File: config.mk
export PLATFORM = sky130hd
export DESIGN_NAME = reorder_buffer
export DESIGN_NICKNAME = d
export VERILOG_FILES = /design/src/rtl/reorder_buffer.sv
export SDC_FILE = /design/constraint.sdc
export NUM_CORES = 2
export LEC_CHECK = 0
export CORE_ASPECT_RATIO = 1.5
export CORE_MARGIN = 1
export CORE_UTILIZATION = 51
export CTS_CLUSTER_DIAMETER = 200
export DETAILED_ROUTE_END_ITERATION = 8
export PLACE_DENSITY = 0.68
export SLEW_MARGIN = 20
export SYNTH_ARGS = -nofsm -noshare
export SYNTH_HDL_FRONTEND = slang
export SYNTH_SLANG_ARGS = --single-unit
File: constraint.sdc
create_clock -name clk -period 123.9 [get_ports clk]
set_input_delay 37.17 -clock clk [delete_from_list [all_inputs] [get_ports clk]]
set_output_delay 37.17 -clock clk [all_outputs]
set_load 0.05 [all_outputs]
File: src/rtl/reorder_buffer.sv
// reorder_buffer: 16-entry circular buffer that retires decoded instructions in program order.
// Latency: issue at edge N, earliest CDB capture at N+1, commit pulse registered at N+2; one commit per cycle.
// Backpressure: success drops when full, during the flush cycle or while rdy is low; rdy low freezes all state.
module reorder_buffer #(
    parameter int DEPTH = 16,
    parameter int TAG_W = 4
) (
    input  logic             clk,
    input  logic             rst,
    input  logic             rdy,
    input  logic             issue_valid,
    input  logic [4:0]       issue_rd,
    input  logic             issue_has_rd,
    input  logic             issue_is_branch,
    input  logic             issue_is_store,
    input  logic             issue_pred_taken,
    input  logic [31:0]      issue_alt_pc,
    output logic             success,
    output logic [TAG_W-1:0] ROB_Tail,
    input  logic             cdb_valid,
    input  logic [TAG_W-1:0] cdb_tag,
    input  logic [31:0]      cdb_value,
    input  logic             cdb_taken,
    input  logic [TAG_W-1:0] qry_tag_a,
    input  logic [TAG_W-1:0] qry_tag_b,
    output logic             qry_ready_a,
    output logic             qry_ready_b,
    output logic [31:0]      qry_value_a,
    output logic [31:0]      qry_value_b,
    output logic             ROB_Ready,
    output logic [4:0]       ROB_Addr,
    output logic [31:0]      ROB_Value,
    output logic [TAG_W-1:0] ROB_Tag,
    output logic             store_commit,
    output logic             flush,
    output logic [31:0]      redirect_pc
);

    typedef struct packed {
        logic [4:0]  rd;
        logic        has_rd;
        logic        is_branch;
        logic        is_store;
        logic        pred;
        logic [31:0] alt_pc;
        logic [31:0] value;
        logic        taken;
    } entry_t;

    localparam logic [TAG_W:0] CNT_FULL = (TAG_W+1)'(DEPTH);

    entry_t             ent_q [DEPTH];
    entry_t             ent_d [DEPTH];
    logic [DEPTH-1:0]   busy_q, busy_d;
    logic [DEPTH-1:0]   done_q, done_d;
    logic [TAG_W-1:0]   head_q, head_d;
    logic [TAG_W-1:0]   tail_q, tail_d;
    logic [TAG_W:0]     count_q, count_d;
    logic               rob_ready_q, rob_ready_d;
    logic               store_commit_q, store_commit_d;
    logic               flush_q, flush_d;
    logic [4:0]         rob_addr_q, rob_addr_d;
    logic [31:0]        rob_value_q, rob_value_d;
    logic [TAG_W-1:0]   rob_tag_q, rob_tag_d;
    logic [31:0]        redirect_pc_q, redirect_pc_d;

    entry_t             head_ent;
    logic               commit;
    logic               mispredict;
    logic               flush_out;
    logic               do_issue;

    // Qualify this cycle's commit and issue from registered state only
    always_comb begin
        head_ent   = ent_q[head_q];
        commit     = rdy && busy_q[head_q] && done_q[head_q];
        mispredict = commit && head_ent.is_branch && (head_ent.taken != head_ent.pred);
        flush_out  = flush_q && rdy;
        success    = rdy && (count_q != CNT_FULL) && !flush_out;
        do_issue   = issue_valid && success;
    end

    // Next state: capture CDB, allocate at tail, retire at head (a mispredict wipes everything)
    always_comb begin
        ent_d          = ent_q;
        busy_d         = busy_q;
        done_d         = done_q;
        head_d         = head_q;
        tail_d         = tail_q;
        count_d        = count_q;
        rob_ready_d    = 1'b0;
        store_commit_d = 1'b0;
        flush_d        = 1'b0;
        rob_addr_d     = rob_addr_q;
        rob_value_d    = rob_value_q;
        rob_tag_d      = rob_tag_q;
        redirect_pc_d  = redirect_pc_q;

        if (rdy) begin
            // Results for entries that are not in flight are dropped
            if (cdb_valid && busy_q[cdb_tag]) begin
                done_d[cdb_tag]        = 1'b1;
                ent_d[cdb_tag].value   = cdb_value;
                ent_d[cdb_tag].taken   = cdb_taken;
            end

            // Stores carry no result, so they are complete from the moment they issue
            if (do_issue) begin
                ent_d[tail_q].rd        = issue_rd;
                ent_d[tail_q].has_rd    = issue_has_rd;
                ent_d[tail_q].is_branch = issue_is_branch;
                ent_d[tail_q].is_store  = issue_is_store;
                ent_d[tail_q].pred      = issue_pred_taken;
                ent_d[tail_q].alt_pc    = issue_alt_pc;
                ent_d[tail_q].value     = 32'd0;
                ent_d[tail_q].taken     = 1'b0;
                busy_d[tail_q]          = 1'b1;
                done_d[tail_q]          = issue_is_store;
                tail_d                  = tail_q + TAG_W'(1);
            end

            count_d = count_q + (TAG_W+1)'(do_issue) - (TAG_W+1)'(commit);

            if (mispredict) begin
                flush_d       = 1'b1;
                redirect_pc_d = head_ent.alt_pc;
                busy_d        = '0;
                done_d        = '0;
                head_d        = '0;
                tail_d        = '0;
                count_d       = '0;
            end else if (commit) begin
                busy_d[head_q] = 1'b0;
                done_d[head_q] = 1'b0;
                head_d         = head_q + TAG_W'(1);
                if (head_ent.is_branch) begin
                    rob_ready_d = 1'b0;
                end else if (head_ent.is_store) begin
                    store_commit_d = 1'b1;
                end else if (head_ent.has_rd && (head_ent.rd != 5'd0)) begin
                    rob_ready_d = 1'b1;
                    rob_addr_d  = head_ent.rd;
                    rob_value_d = head_ent.value;
                    rob_tag_d   = head_q;
                end
            end
        end
    end

    // State registers; reset discards every in-flight entry at once
    always_ff @(posedge clk or posedge rst) begin
        if (rst) begin
            for (int i = 0; i < DEPTH; i++) begin
                ent_q[i] <= '0;
            end
            busy_q         <= '0;
            done_q         <= '0;
            head_q         <= '0;
            tail_q         <= '0;
            count_q        <= '0;
            rob_ready_q    <= 1'b0;
            store_commit_q <= 1'b0;
            flush_q        <= 1'b0;
            rob_addr_q     <= '0;
            rob_value_q    <= '0;
            rob_tag_q      <= '0;
            redirect_pc_q  <= '0;
        end else begin
            ent_q          <= ent_d;
            busy_q         <= busy_d;
            done_q         <= done_d;
            head_q         <= head_d;
            tail_q         <= tail_d;
            count_q        <= count_d;
            rob_ready_q    <= rob_ready_d;
            store_commit_q <= store_commit_d;
            flush_q        <= flush_d;
            rob_addr_q     <= rob_addr_d;
            rob_value_q    <= rob_value_d;
            rob_tag_q      <= rob_tag_d;
            redirect_pc_q  <= redirect_pc_d;
        end
    end

    assign ROB_Tail     = tail_q;
    assign ROB_Ready    = rob_ready_q && rdy;
    assign store_commit = store_commit_q && rdy;
    assign flush        = flush_out;
    assign ROB_Addr     = rob_addr_q;
    assign ROB_Value    = rob_value_q;
    assign ROB_Tag      = rob_tag_q;
    assign redirect_pc  = redirect_pc_q;

    assign qry_ready_a  = busy_q[qry_tag_a] && done_q[qry_tag_a] && !flush_out;
    assign qry_ready_b  = busy_q[qry_tag_b] && done_q[qry_tag_b] && !flush_out;
    assign qry_value_a  = ent_q[qry_tag_a].value;
    assign qry_value_b  = ent_q[qry_tag_b].value;

endmodule

==> reports/qor.yml <==
synthTopCellsByCount: "1817 x nand2_1, 1305 x dfrtp_1, 697 x mux4_2"
syn_inst: 5391
cts_hold_buffers: 0
avgRoutedWirePerCell_um: 30.6
r2r_slack_ns: 117.96
synthArstFlopShare_pct: 100
report.final.slew_viol_count: 0
fin_nets: 5434
fin_area_um2: 73900
grt_max_degree: 183
rows: 161
synth_top_area_cell: "dfrtp_1"
power.density_nw_per_um2: 21.8
syn_area_um2: 65900
routed_wl_um: 219000
cts_setup_buffers: 0
cp.arrival_ns: 41.31
crit_fanout: 52
cts_tree: "done"
syn2layout_area_growth_pct: 12.1
peakVddDrop_mv: 0.0171
synth_top_area_share_pct: 49.5
ctsHtreeMaxLevel: 4
viasPerCell: 6.74
cts_root_buf: "clkbuf_16"
drc: 0
gp_congestion: 0.913
whs_path_depth: 2
synth_edf_count: 0
holdCritPathClass: "reg -> reg"
num-fill-cells: 10200
pin_count: 238
hold_viol_final: 0
grt_overflow: 0
chipWidth_um: 296
postRouteAntennaNets: 0
core_um2: 128000
seq_area_frac_synth_pct: 49.5
p_leak_nw: 34.1
tns_ns: 0
ys_top_cells_by_area: "dfrtp_1 50%, mux4_2 24%, nand2_1 10%"
yosysMostFrequentCell: "nand2_1"
synthesis.nets: 5496
drt_iter0_markers: 5307
cts-resized-gates: 0
cp.required_ns: 86.73
max_freq_ghz: 0.0127
status: "finished, final reports clean"
grt_setup_unrepaired: "false"
port_buffers: 237
clock_path_buffers: 3
relSlewSlack_pct: 23.9
worst-setup-path-type: "in -> out"
die_h_um: 442
synth_warnings: 0
place_area_um2: 69400
crit_path_end_kind: "output port"
clk_latency_ns: 0.81
dp_hpwl_um: 118000
grt_usage_pct: 34.3
cts_made_buffers: 133
cts.reportedPaths.clkPinSlew_ns: 0.06
worstMarginPinSlew_ns: 1.13
drive_gt1_share_pct: 22.9
start_kind: "input pin"
syn_avg_cell_area_um2: 12.2
timing.final.crit_share_pct: 63.3
synth_ff_type: "dfrtp_1"
grt_pass1_vias: 49800
fin_crit_ns: 78.48
ys_ff_latch: 1305
cts_sinks: 1305
setup_viol: 0
start_util_pct: 51.4
fp.dieArea_um2: 131000
ys_types: 55
firstDrtPassIters: 9
worstRegToRegCells: 9
vias: 48200
grt_pass1_wl_um: 330000
finalClockSkew_ns: 0.0406
drv_cap: 0
antenna_found_initial: 22
-- kinds of logic (layout without fill, tap and decap cells) --
logic type	after synthesis	count (layout)	synth area share [%]
compound gates	616	616	7.72
xor+xnor	9	9	0.120
fa+ha+maj	14	14	0.277
buf+inv	562	603	3.43
flops	1305	1305	49.5
mux	885	885	27.2
other cells	0	7	0
simple gates	2000	2000	11.7
-- path summary, 6_finish.rpt --
| check | to | start |
|---|---|---|
| worst min-delay path | ent_q[700]$_DFFE_PP0P_ | ent_q[700]$_DFFE_PP0P_ |
| worst max-delay path | qry_value_b[0] | qry_tag_b[0] |
| worst max register to register | redirect_pc[12]$_DFFE_PP0P_ | head_q[0]$_DFFE_PP0P_ |
| max in group asynchronous | ent_q[341]$_DFFE_PP0P_ | rst |
| min in group asynchronous | ROB_Addr[0]$_DFFE_PP0P_ | rst |
| worst min register to register | ent_q[700]$_DFFE_PP0P_ | ent_q[700]$_DFFE_PP0P_ |
-- per-stage QoR --
stage | worst slack, ns | std cells | hold WS [ns] | util [%] | power (mW)
after floorplan | 47.01 | 5391 | 0.440 | - | 1.05
after global placement | 45.50 | 6905 | 0.453 | 54.1 | 1.18
after detailed placement | 45.34 | 6905 | 0.458 | 54.1 | 1.20
after CTS | 45.40 | 7143 | 0.473 | 57.5 | 1.61
after global routing | 45.12 | 7149 | 0.486 | 57.6 | 1.69
final | 45.42 | 7150 | 0.469 | 57.6 | 1.61
-- cell type report --
type	count	area (µm²)	area share (%)
clock inverter	47	601	0.813
inverter	21	91.3	0.124
tap	1711	2140	2.90
timing repair buffer	344	3240	4.39
antenna	7	17.5	0.0237
clock buffer	191	3800	5.14
multi-input combinational	3524	31300	42.4
sequential	1305	32700	44.2
-- critical path, stage by stage --
cell             delay, ns
clkbuf_8              0.47
buf_4                 0.87
buf_4                 0.75
mux4_2                0.60
mux4_2                0.61
clkdlybuf4s50_1       0.76
-- where the power goes --
group	internal [mW]	switching (mW)	total, mW	leakage [nW]
Combinational	0.267	0.261	0.529	14.5
Sequential	0.566	0.104	0.670	17.4
Clock	0.232	0.179	0.412	2.16
Total	1.07	0.545	1.61	34.1
-- sequential cells by signal, summed over array words and instances, names as in the netlist --
| name | cells |
|---|---|
| ROB_Addr | 5 |
| ROB_Tag | 4 |
| ROB_Tail | 4 |
| ROB_Value | 32 |
| busy_q | 16 |
| count_q | 5 |
| done_q | 16 |
| ent_q | 1184 |
| flush_q | 1 |
| head_q | 4 |
| redirect_pc | 32 |
| rob_ready_q | 1 |
| store_commit_q | 1 |
-- per-layer routing --
metal	vias to the layer above	GRT usage [%]	part of all wire (%)
met5	-	0	0.072
met4	26	20.6	6.7
met3	866	7.90	10
met2	3071	54.0	48
met1	24900	43.4	35
li1	19300	-	-
-- layout by cell type (no fill, tap or decap), drive strengths merged, types with 8 or more instances in the layout --
master / netlist / layout
nand2: 1817 / 1817
dfrtp: 1305 / 1305
mux4: 697 / 697
a22o: 474 / 474
clkdlybuf4s50: 0 / 228
clkbuf: 395 / 193
mux2: 153 / 153
buf: 146 / 114
nor2: 83 / 83
a21oi: 36 / 36
mux2i: 35 / 35
o21ai: 34 / 34
inv: 21 / 31
clkinv: 0 / 26
nand3: 24 / 24
a211oi: 23 / 23
nor3: 17 / 17
and3: 16 / 16
a221oi: 13 / 13
ha: 13 / 13
and2: 13 / 13
o211ai: 10 / 10
a22oi: 8 / 8
bufinv: 0 / 8
Note: power is estimated with default switching activity, not from simulation.
